===== src/rtl/i2c_pkg.sv =====
// Shared types and constants for the I2C target: FSM state encoding and bus bit values.
package i2c_pkg;

  typedef enum logic [3:0] {
    ST_IDLE,
    ST_ADDR,
    ST_ADDR_ACK,
    ST_REG,
    ST_REG_ACK,
    ST_WDATA,
    ST_WDATA_ACK,
    ST_RDATA,
    ST_RDATA_ACK,
    ST_IGNORE
  } i2c_target_state_t;

  localparam logic I2C_ACK       = 1'b0;
  localparam logic I2C_NACK      = 1'b1;
  localparam int   I2C_BYTE_BITS = 8;

endpackage


===== src/rtl/i2c_line_conditioner.sv =====
// One bus line: 2-FF synchronizer, stability filter and edge pulses on the filtered level.
// rise_o/fall_o are high in the same cycle the new filtered level first appears on level_o.
module i2c_line_conditioner #(
  parameter int FILTER_DEPTH = 3
) (
  input  logic clock,
  input  logic reset,
  input  logic line_i,
  output logic level_o,
  output logic rise_o,
  output logic fall_o
);

  localparam logic [3:0] CNT_LAST = 4'(FILTER_DEPTH - 1);

  logic [1:0] sync_q;
  logic       level_q;
  logic       rise_q;
  logic       fall_q;
  logic [3:0] cnt_q;

  // Level is preset high so an idle bus produces no edges out of reset.
  always_ff @(posedge clock) begin
    if (reset) begin
      sync_q  <= 2'b11;
      level_q <= 1'b1;
      rise_q  <= 1'b0;
      fall_q  <= 1'b0;
      cnt_q   <= '0;
    end else begin
      sync_q <= {sync_q[0], line_i};
      rise_q <= 1'b0;
      fall_q <= 1'b0;
      if (sync_q[1] == level_q) begin
        cnt_q <= '0;
      end else if (cnt_q == CNT_LAST) begin
        level_q <= sync_q[1];
        rise_q  <= sync_q[1];
        fall_q  <= ~sync_q[1];
        cnt_q   <= '0;
      end else begin
        cnt_q <= cnt_q + 4'd1;
      end
    end
  end

  assign level_o = level_q;
  assign rise_o  = rise_q;
  assign fall_o  = fall_q;

endmodule


===== src/rtl/i2c_target.sv =====
// I2C target: address match, register-pointer write with auto-increment, sequential/random read.
//   state        | meaning
//   ST_IDLE      | bus free, waiting for START
//   ST_ADDR      | shifting in address + R/W
//   ST_ADDR_ACK  | driving ACK for our address
//   ST_REG       | shifting in register pointer
//   ST_REG_ACK   | driving ACK for register pointer
//   ST_WDATA     | shifting in a write data byte
//   ST_WDATA_ACK | driving ACK for write data, pointer advances at its end
//   ST_RDATA     | shifting out a read data byte
//   ST_RDATA_ACK | sampling the initiator's ACK/NACK
//   ST_IGNORE    | not addressed or read ended, waiting for START/STOP
module i2c_target
  import i2c_pkg::*;
#(
  parameter logic [6:0] SLAVE_ADDRESS = 7'h50,
  parameter int         FILTER_DEPTH  = 3
) (
  input  logic       clock,
  input  logic       reset,
  input  logic       scl_in,
  input  logic       sda_in,
  output logic       sda_out_en,
  output logic [7:0] reg_addr,
  output logic [7:0] wr_data,
  output logic       wr_valid,
  output logic       rd_req,
  input  logic [7:0] rd_data,
  output logic       busy
);

  localparam logic [3:0] BIT_LAST = 4'(I2C_BYTE_BITS - 1);
  localparam logic [3:0] BIT_ALL  = 4'(I2C_BYTE_BITS);

  logic scl_lvl, scl_rise, scl_fall;
  logic sda_lvl, sda_rise, sda_fall;

  i2c_line_conditioner #(.FILTER_DEPTH(FILTER_DEPTH)) u_scl (
    .clock  (clock),
    .reset  (reset),
    .line_i (scl_in),
    .level_o(scl_lvl),
    .rise_o (scl_rise),
    .fall_o (scl_fall)
  );

  i2c_line_conditioner #(.FILTER_DEPTH(FILTER_DEPTH)) u_sda (
    .clock  (clock),
    .reset  (reset),
    .line_i (sda_in),
    .level_o(sda_lvl),
    .rise_o (sda_rise),
    .fall_o (sda_fall)
  );

  i2c_target_state_t state_q, state_d;
  logic [3:0] cnt_q, cnt_d;
  logic [7:0] shift_q, shift_d;
  logic [7:0] tx_q, tx_d;
  logic [7:0] addr_q, addr_d;
  logic [7:0] wdata_q, wdata_d;
  logic       wvalid_q, wvalid_d;
  logic       rdreq_q, rdreq_d;
  logic       rdpend_q;
  logic       oe_q, oe_d;
  logic       busy_q, busy_d;
  logic       ackdrv_q, ackdrv_d;
  logic       rw_q, rw_d;
  logic       ackbit_q, ackbit_d;

  logic       start_det, stop_det;
  logic [7:0] rx_byte;

  assign start_det = sda_fall & scl_lvl;
  assign stop_det  = sda_rise & scl_lvl;
  assign rx_byte   = {shift_q[6:0], sda_lvl};

  always_ff @(posedge clock) begin
    if (reset) begin
      state_q  <= ST_IDLE;
      cnt_q    <= '0;
      shift_q  <= '0;
      tx_q     <= '0;
      addr_q   <= '0;
      wdata_q  <= '0;
      wvalid_q <= 1'b0;
      rdreq_q  <= 1'b0;
      rdpend_q <= 1'b0;
      oe_q     <= 1'b0;
      busy_q   <= 1'b0;
      ackdrv_q <= 1'b0;
      rw_q     <= 1'b0;
      ackbit_q <= I2C_NACK;
    end else begin
      state_q  <= state_d;
      cnt_q    <= cnt_d;
      shift_q  <= shift_d;
      tx_q     <= tx_d;
      addr_q   <= addr_d;
      wdata_q  <= wdata_d;
      wvalid_q <= wvalid_d;
      rdreq_q  <= rdreq_d;
      rdpend_q <= rdreq_q;
      oe_q     <= oe_d;
      busy_q   <= busy_d;
      ackdrv_q <= ackdrv_d;
      rw_q     <= rw_d;
      ackbit_q <= ackbit_d;
    end
  end

  always_comb begin
    state_d  = state_q;
    cnt_d    = cnt_q;
    shift_d  = shift_q;
    tx_d     = tx_q;
    addr_d   = addr_q;
    wdata_d  = wdata_q;
    wvalid_d = 1'b0;
    rdreq_d  = 1'b0;
    oe_d     = oe_q;
    busy_d   = busy_q;
    ackdrv_d = ackdrv_q;
    rw_d     = rw_q;
    ackbit_d = ackbit_q;

    if (start_det) begin
      state_d  = ST_ADDR;
      cnt_d    = '0;
      oe_d     = 1'b0;
      ackdrv_d = 1'b0;
    end else if (stop_det) begin
      state_d  = ST_IDLE;
      busy_d   = 1'b0;
      oe_d     = 1'b0;
      ackdrv_d = 1'b0;
    end else begin
      // Read data returns one cycle after rd_req; its MSB goes onto the bus as soon as it lands.
      if (rdpend_q && state_q == ST_RDATA) begin
        tx_d = rd_data;
        oe_d = ~rd_data[7];
      end
      unique case (state_q)
        ST_ADDR, ST_REG, ST_WDATA: begin
          if (scl_rise) begin
            shift_d = rx_byte;
            cnt_d   = cnt_q + 4'd1;
            if (cnt_q == BIT_LAST) begin
              cnt_d = '0;
              if (state_q == ST_ADDR) begin
                if (rx_byte[7:1] == SLAVE_ADDRESS) begin
                  state_d = ST_ADDR_ACK;
                  busy_d  = 1'b1;
                  rw_d    = rx_byte[0];
                end else begin
                  state_d = ST_IGNORE;
                end
              end else if (state_q == ST_REG) begin
                addr_d  = rx_byte;
                state_d = ST_REG_ACK;
              end else begin
                wdata_d  = rx_byte;
                wvalid_d = 1'b1;
                state_d  = ST_WDATA_ACK;
              end
            end
          end
        end
        ST_ADDR_ACK, ST_REG_ACK, ST_WDATA_ACK: begin
          // First fall starts the ACK bit, second fall ends it.
          if (scl_fall) begin
            if (!ackdrv_q) begin
              oe_d     = 1'b1;
              ackdrv_d = 1'b1;
            end else begin
              oe_d     = 1'b0;
              ackdrv_d = 1'b0;
              cnt_d    = '0;
              if (state_q == ST_ADDR_ACK) begin
                if (rw_q) begin
                  rdreq_d = 1'b1;
                  state_d = ST_RDATA;
                end else begin
                  state_d = ST_REG;
                end
              end else if (state_q == ST_REG_ACK) begin
                state_d = ST_WDATA;
              end else begin
                addr_d  = addr_q + 8'd1;
                state_d = ST_WDATA;
              end
            end
          end
        end
        ST_RDATA: begin
          if (scl_rise) begin
            cnt_d = cnt_q + 4'd1;
          end else if (scl_fall) begin
            if (cnt_q == BIT_ALL) begin
              oe_d    = 1'b0;
              cnt_d   = '0;
              state_d = ST_RDATA_ACK;
            end else begin
              tx_d = {tx_q[6:0], 1'b0};
              oe_d = ~tx_q[6];
            end
          end
        end
        ST_RDATA_ACK: begin
          if (scl_rise) begin
            ackbit_d = sda_lvl;
          end else if (scl_fall) begin
            if (ackbit_q == I2C_ACK) begin
              addr_d  = addr_q + 8'd1;
              rdreq_d = 1'b1;
              cnt_d   = '0;
              state_d = ST_RDATA;
            end else begin
              state_d = ST_IGNORE;
            end
          end
        end
        default: ;
      endcase
    end
  end

  assign sda_out_en = oe_q;
  assign reg_addr   = addr_q;
  assign wr_data    = wdata_q;
  assign wr_valid   = wvalid_q;
  assign rd_req     = rdreq_q;
  assign busy       = busy_q;

endmodule


===== config.mk =====
export PLATFORM = sky130hd
export DESIGN_NAME = i2c_target
export DESIGN_NICKNAME = d
export VERILOG_FILES = /design/src/rtl/i2c_pkg.sv /design/src/rtl/i2c_line_conditioner.sv /design/src/rtl/i2c_target.sv
export SDC_FILE = /design/constraint.sdc
export NUM_CORES = 1
export LEC_CHECK = 0
export CAP_MARGIN = 0
export CORE_MARGIN = 3
export CORE_UTILIZATION = 37
export DETAILED_ROUTE_END_ITERATION = 16
export SLEW_MARGIN = 15
export SYNTH_ARGS = -nofsm -noshare
export SYNTH_HDL_FRONTEND = slang
export SYNTH_SLANG_ARGS = --single-unit

===== constraint.sdc =====
create_clock -name clock -period 2.71 [get_ports clock]
set_clock_uncertainty 0.1 [all_clocks]
set_input_delay 0.4065 -clock clock [delete_from_list [all_inputs] [get_ports clock]]
set_output_delay 0.4065 -clock clock [all_outputs]
set_load 0.05 [all_outputs]

==> results of run 1 <==
==> synth_stat cells (all sizes together) (2+ instances only) <==
library cell / number / area share
o31ai: 3 / 0.0068
o211ai: 3 / 0.0068
inv: 10 / 0.011
o21ai: 15 / 0.023
nor4: 2 / 0.0038
or2: 5 / 0.010
and3b: 2 / 0.0053
nand3: 17 / 0.026
o221ai: 3 / 0.012
nand4: 6 / 0.013
o211a: 2 / 0.0060
xnor2: 3 / 0.0079
a211oi: 10 / 0.023
nor4bb: 2 / 0.0060
o221a: 3 / 0.010
nand2: 27 / 0.031
a211o: 2 / 0.0053
nand2b: 2 / 0.0038
a22oi: 2 / 0.0045
nor4b: 7 / 0.020
a31oi: 2 / 0.0038
xor2: 4 / 0.011
nor3: 14 / 0.023
o311ai: 2 / 0.0053
nand3b: 8 / 0.018
o31a: 3 / 0.0079
a21o: 3 / 0.0068
ha: 7 / 0.026
buf: 10 / 0.025
a21oi: 20 / 0.030
o21a: 3 / 0.0068
clkbuf: 14 / 0.016
dfxtp: 64 / 0.39
or4b: 3 / 0.0091
a311oi: 2 / 0.0053
or4: 2 / 0.0045
nor2: 52 / 0.059
or3: 4 / 0.0075
nor2b: 4 / 0.0075
o32ai: 4 / 0.011
mux2i: 18 / 0.054
==> final cells by class <==
type | instances | area [um2]
Clock buffer | 10 | 127.6
Clock inverter | 6 | 45.04
Fill cell | 833 | 4573
Inverter | 10 | 37.54
Multi-Input combinational cell | 286 | 1859
Sequential cell | 64 | 1282
Tap cell | 105 | 131.4
Timing Repair Buffer | 44 | 407.9
==> registers in the layout, summed over array words and instances (netlist names), 2 cells and up <==
signal	flops
reg_addr	8
u_scl.sync_q	2
u_sda.sync_q	2
u_scl.cnt_q	4
u_sda.cnt_q	4
shift_q	7
wr_data	8
state_q	4
cnt_q	4
tx_q	7
==> routing by layer <==
| metal | track usage | up-vias | wire (um) |
|---|---|---|---|
| li1 | - | 1477 | - |
| met1 | 0.2293 | 1404 | 3981 |
| met2 | 0.2516 | 81 | 3551 |
| met3 | 0.03945 | 14 | 413 |
| met4 | 0.06218 | 0 | 177 |
| met5 | 0 | - | 0 |
==> power by group <==
group	internal, mW	total [mW]	switching, mW	leakage [nW]
Clock	0.337	0.733	0.396	0.0906
Sequential	0.944	0.947	0.00294	0.517
Combinational	0.0218	0.0452	0.0234	0.843
==> kinds of logic (layout without fill, tap and decap cells) <==
kind of cell    after synthesis  in the layout
xor+xnor                      7              7
flops                        64             64
buf+inv                      34             70
fa+ha+maj                     7              7
compound gates               91             91
simple gates                162            162
mux                          19             19
==> per-stage QoR <==
| step | cells | util | hold slack (ns) | power, mW | setup WS [ns] |
|---|---|---|---|---|---|
| global placement | 509 | 0.4392 | 0.2934 | 1.013 | 0.3717 |
| floorplan | 384 | - | 0.2895 | 0.9888 | 0.7695 |
| finish | 525 | 0.4597 | 0.3118 | 1.724 | 0.3023 |
| global route | 525 | 0.4597 | 0.3227 | 1.794 | 0.03842 |
| detailed placement | 509 | 0.4392 | 0.2950 | 1.014 | 0.2848 |
| CTS | 525 | 0.4596 | 0.3139 | 1.759 | 0.2587 |
==> path summary, 6_finish.rpt <==
check                    endpoint  slack [ns]  cells past startpoint
hold / removal    u_sda.sync_q[1]        0.31                      1
hold reg to reg   u_sda.sync_q[1]        0.31                      1
setup / recovery      reg_addr[0]        0.30                      6
setup reg to reg      reg_addr[0]        0.30                      6
==> results_dict.tcl, run 1 <==
set metrics [dict create \
    antenna_found_initial 0 \
    clkTransAtPathRegs_ns 0.07 \
    async_flop_share 0 \
    crit_fanout 15 \
    synth_fa_ha_area_frac 0.02643 \
    p_leak_nw 1.451 \
    clock_sinks 64 \
    dpl_cell_area_um2 3717 \
    run_status "finished, final reports clean" \
    cts_setup_buffers 0 \
    ir_drop_mv 0.2929 \
    stdcell_area_um2 3891 \
    htree_num_levels 3 \
    yosysWarnings 0 \
    synth_top_flop_cell "dfxtp_1" \
    critical_path_class "reg -> reg" \
    worst_path_largest_cell_delay_ns 0.67 \
    die_w_um 100.6 \
    critPathRequiredTime_ns 2.88 \
    vias_per_cell 5.669 \
    cp_data_arrival_time_ns 2.57 \
    synth_xor_area_frac 0.01850 \
    overflow 0 \
    cts-resized-gates 0 \
    worstMarginPinSlew_ns 0.6603 \
    start_kind "register" \
    period_share 0.8884 \
    slew_violations 0 \
    nNetsFinal 434 \
    area_delta_synth_final_pct 17.40 \
    cts_tree "done" \
    place_hpwl_um 5639 \
    worstPathCellList "buf_4 > a21oi_1 > a22oi_1 > o221ai_2 > or4_1 > a31oi_1" \
    ys_ff_latch 64 \
    grt_usage 0.1663 \
    drt_iter0_markers 170 \
    dieArea_um2 10130 \
    hold_viol 0 \
    vias 2976 \
    cap_viol_max_count 0 \
    mostFrequentLayoutCells "dfxtp_1, nor2_1, clkdlybuf4s50_1" \
    insertion_delay_ns 0.35 \
    setup_tns_ns 0 \
    antenna_cells 0 \
    yosysSeqAreaShare 0.3866 \
    root_buffer "clkbuf_8" \
    antenna_left 0 \
    placementRows 33 \
    synth_top_family_by_area "simple AND/OR/NAND/NOR gates" \
    grt_first_pass_wirelength_um 13540 \
    setup_violations 0 \
    ios 32 \
    drc 0 \
    synth_area_per_cell_um2 8.631 \
    wl_per_cell_um 15.47 \
    crit_path_start "state_q[2]" \
    fp.dieH_um 100.6 \
    clock.fmax_mhz 415.3 \
    routed_wl_um 8123 \
    place_congestion 0.8589 \
    grt_pass1_vias 2793 \
    synth_cell_type_count 64 \
    syn_nets 403 \
    coreArea_um2 8464 \
    initial_core_util 0.3916 \
    synth_compound_area_frac 0.1989 \
    syn_inst 384 \
    path_buf_inv 1 \
    cts-hold-fix-buffers 0 \
    yosys.area_share.simple 0.2593 \
    r2r_start "state_q[2]" \
    first_pass_iters 4 \
    synth_edf_count 0 \
    grt_setup_unrepaired "false" \
    relSlewSlack 0.5592 \
    port_buffers 31 \
    cts_made_buffers 9 \
    worstHoldStart "u_sda.sync_q[0]" \
    drive_gt1_frac 0.1071 \
    power.density_nw_per_um2 443.1 \
    synth_area_um2 3314 \
    clk_path_buf_depth 2 \
    final_common_cell "dfxtp_1" \
    hold_class "reg -> reg" \
    crit_path_top_delay_cell "dfxtp_1" \
    synth_mux_area_frac 0.05776 \
    critical-path-top-delay-family "compound AO/OA/AOI/OAI gates" \
    worstSetupEndpointType "register" \
    grt_max_degree 43 \
    post-route-min-period_ns 2.408 \
]
No activity file was read; power rests on OpenSTA's default activity.
==> run 2: changes to the inputs <==
- SYNTH_HIERARCHICAL: not set -> 1
- clock period: 2.71 -> 2.19 ns (I/O delays scaled with it)
==> results_dict.tcl, run 2 <==
set metrics [dict create \
    run_status "finished, final reports clean" \
    clock_sinks 64 \
    dieArea_um2 9762 \
    synth_cell_type_count 64 \
    final_common_cell "dfxtp_1" \
    utilization 0.4883 \
    fin_cells 525 \
    synthTopCellsByArea "dfxtp_1, mux2i_1, nor2_1, a21oi_1, ha_1" \
    clk_path_buf_depth 2 \
    yosysSeqAreaShare 0.4020 \
    die_w_um 98.81 \
    power.density_nw_per_um2 617.7 \
    insertion_delay_ns 0.34 \
    cell_internal_pwr_mw 1.990 \
    slew_violations 0 \
    dp_cells 508 \
    cts-hold-fix-buffers 0 \
    synth_mux_area_frac 0.05693 \
    clkTransAtPathRegs_ns 0.08 \
    overflow 0 \
    min_to "u_sda/sync_q[1]" \
    grt_first_pass_wirelength_um 13370 \
    period_share 0.9324 \
    rrSetupSlack_ns 0.15 \
    hold_class "reg -> reg" \
    ys_ff_latch 64 \
    r2r_end "reg_addr[3]" \
    nNetsFinal 434 \
    p_sw_frac 0.2051 \
    initial_core_util 0.3840 \
    grt_usage 0.1677 \
    routed_wl_um 7961 \
    crit_fanout 8 \
    yosys.area_share.simple 0.2709 \
    grt_max_degree 33 \
    critical_path_class "reg -> reg" \
    drt_iter0_markers 153 \
    ff_latch_area_um2 1284 \
    place_worst_setup_slack_ns 0.01005 \
    coreArea_um2 8299 \
    antenna_left 0 \
    fp.dieH_um 98.81 \
    root_buffer "clkbuf_8" \
    worstSetupEndpointType "register" \
    async_flop_share 0 \
    area_delta_synth_final_pct 27.17 \
    yosysTopAreaCell "dfxtp_1" \
    cts_made_buffers 9 \
    synth_most_common_cell "dfxtp_1" \
    r2r_start "cnt_q[0]" \
    wl_per_cell_um 15.16 \
    first_pass_iters 4 \
    syn_inst 363 \
    hold_viol 0 \
    placementRows 33 \
    synth_compound_area_frac 0.1822 \
    critPathRequiredTime_ns 2.31 \
    vias_per_cell 5.451 \
    dpl_cell_area_um2 3767 \
    mostFrequentLayoutCells "dfxtp_1, nor2_1, buf_4" \
    pwr-share-comb 0.023 \
    htree_num_levels 3 \
    r2r_cells 7 \
    p_leak_nw 1.481 \
    antenna_cells 0 \
    grt_pass1_vias 2727 \
    synth_fa_ha_area_frac 0.02748 \
    place_congestion 0.9238 \
    layout_setup_ws_ns 0.1481 \
    antenna_found_initial 0 \
    ir_drop_mv 0.4348 \
    synth_area_um2 3187 \
    drc 0 \
    seqPwrFrac 0.468 \
    post-route-min-period_ns 2.042 \
    synth_edf_count 0 \
    cap_viol_max_count 0 \
    p_clk_frac 0.509 \
    yosys-top-cells-count "dfxtp_1, nor2_1, nand2_1" \
    crit_path_start "cnt_q[0]" \
    fillers 814 \
    worstHoldStart "u_sda/sync_q[0]" \
    synth_top_family_by_area "simple AND/OR/NAND/NOR gates" \
    port_buffers 31 \
    relSlewSlack 0.6598 \
    power_switching_mw 0.5134 \
    yosysWarnings 6 \
    clock.fmax_mhz 489.7 \
    drive_gt1_frac 0.1643 \
    multi_input_area_um2 1797 \
    ios 32 \
    start_kind "register" \
    syn_nets 382 \
    hold-worst-slack_ns 0.3103 \
    setup_violations 0 \
    place_hpwl_um 5620 \
    synth_xor_area_frac 0.01924 \
    synth_top_flop_cell "dfxtp_1" \
    cts_tree "done" \
    worstMarginPinSlew_ns 0.5088 \
    vias 2862 \
    synth_top_area_frac 0.4020 \
    min_path_cells 1 \
    synth_area_per_cell_um2 8.779 \
    stdcell_area_um2 4053 \
    cp_data_arrival_time_ns 2.16 \
]
-- run 2: changes by cell type after synthesis, sizes merged, moves of 4 or more --
cell,previous run,this run
nand4b,1,5
o21ai,15,11
nor3,14,7
nand2,27,23
nor2,52,44
nand3,17,9
nor3b,1,8
o311ai,2,6
buf,10,6
-- run 2: layout make-up --
class                   count  area share
clock buffers              10     0.03396
clock inverters             6     0.02840
inverters                  10    0.009262
multi-input cells         267      0.4433
flip-flops and latches     64      0.3168
well taps                 105     0.03242
repair buffers             63      0.1358
-- run 2: cell families (layout without fill, tap and decap cells) --
family                   count (synthesis)  in the layout
adder cells (fa/ha/maj)                  7              7
flip-flops                              64             64
buffers and inverters                   32             89
XOR/XNOR                                 7              7
AO/OA/AOI/OAI                           82             82
multiplexers                            18             18
AND/OR/NAND/NOR                        153            153
-- run 2: critical path, stage by stage, from the launching register on --
cell	delay (ns)
dfxtp_1	0.37
ha_2	0.21
nand3b_1	0.19
and3_1	0.21
a211o_1	0.29
buf_4	0.18
o311ai_1	0.27
o31ai_1	0.12
-- run 2: per-layer routing --
metal | global-route usage | up-vias | routed length [um] | part of all wire
met5 | 0 | - | 0 | 0
met4 | 0.06513 | 0 | 104 | 0.013
met3 | 0.04176 | 8 | 311 | 0.039
met2 | 0.2546 | 66 | 3593 | 0.45
met1 | 0.2291 | 1345 | 3951 | 0.50
li1 | - | 1443 | - | -
-- run 2: worst max path at each step --
stage,endpoint,slack (ns)
6_report,reg_addr[3],0.15
3_3_place_gp,reg_addr[7],0.03
2_1_floorplan,reg_addr[0],0.14
3_5_place_dp,reg_addr[3],0.01
4_1_cts,reg_addr[3],0.004
5_1_grt,reg_addr[3],-0.004
-- run 2: power by group through the flow --
stage | Clock (mW) | Combinational (mW) | Sequential, mW
floorplan | 0 | 0.0246 | 1.20
global route | 1.35 | 0.0623 | 1.17
global placement | 0 | 0.0563 | 1.20
finish | 1.27 | 0.0572 | 1.17
detailed placement | 0 | 0.0564 | 1.20
CTS | 1.31 | 0.0568 | 1.17
-- run 2: metrics by stage --
stage / power [mW] / setup TNS [ns]
finish: 2.503 / 0
global route: 2.584 / -0.003636
CTS: 2.536 / 0
detailed placement: 1.255 / 0
global placement: 1.255 / 0
floorplan: 1.222 / 0
-- run 2: repair_timing --
item | in CTS | in global routing
setup buffers | 0 | 1
resized for setup | 0 | 9
endpoints found under the setup margin | 0 | 20
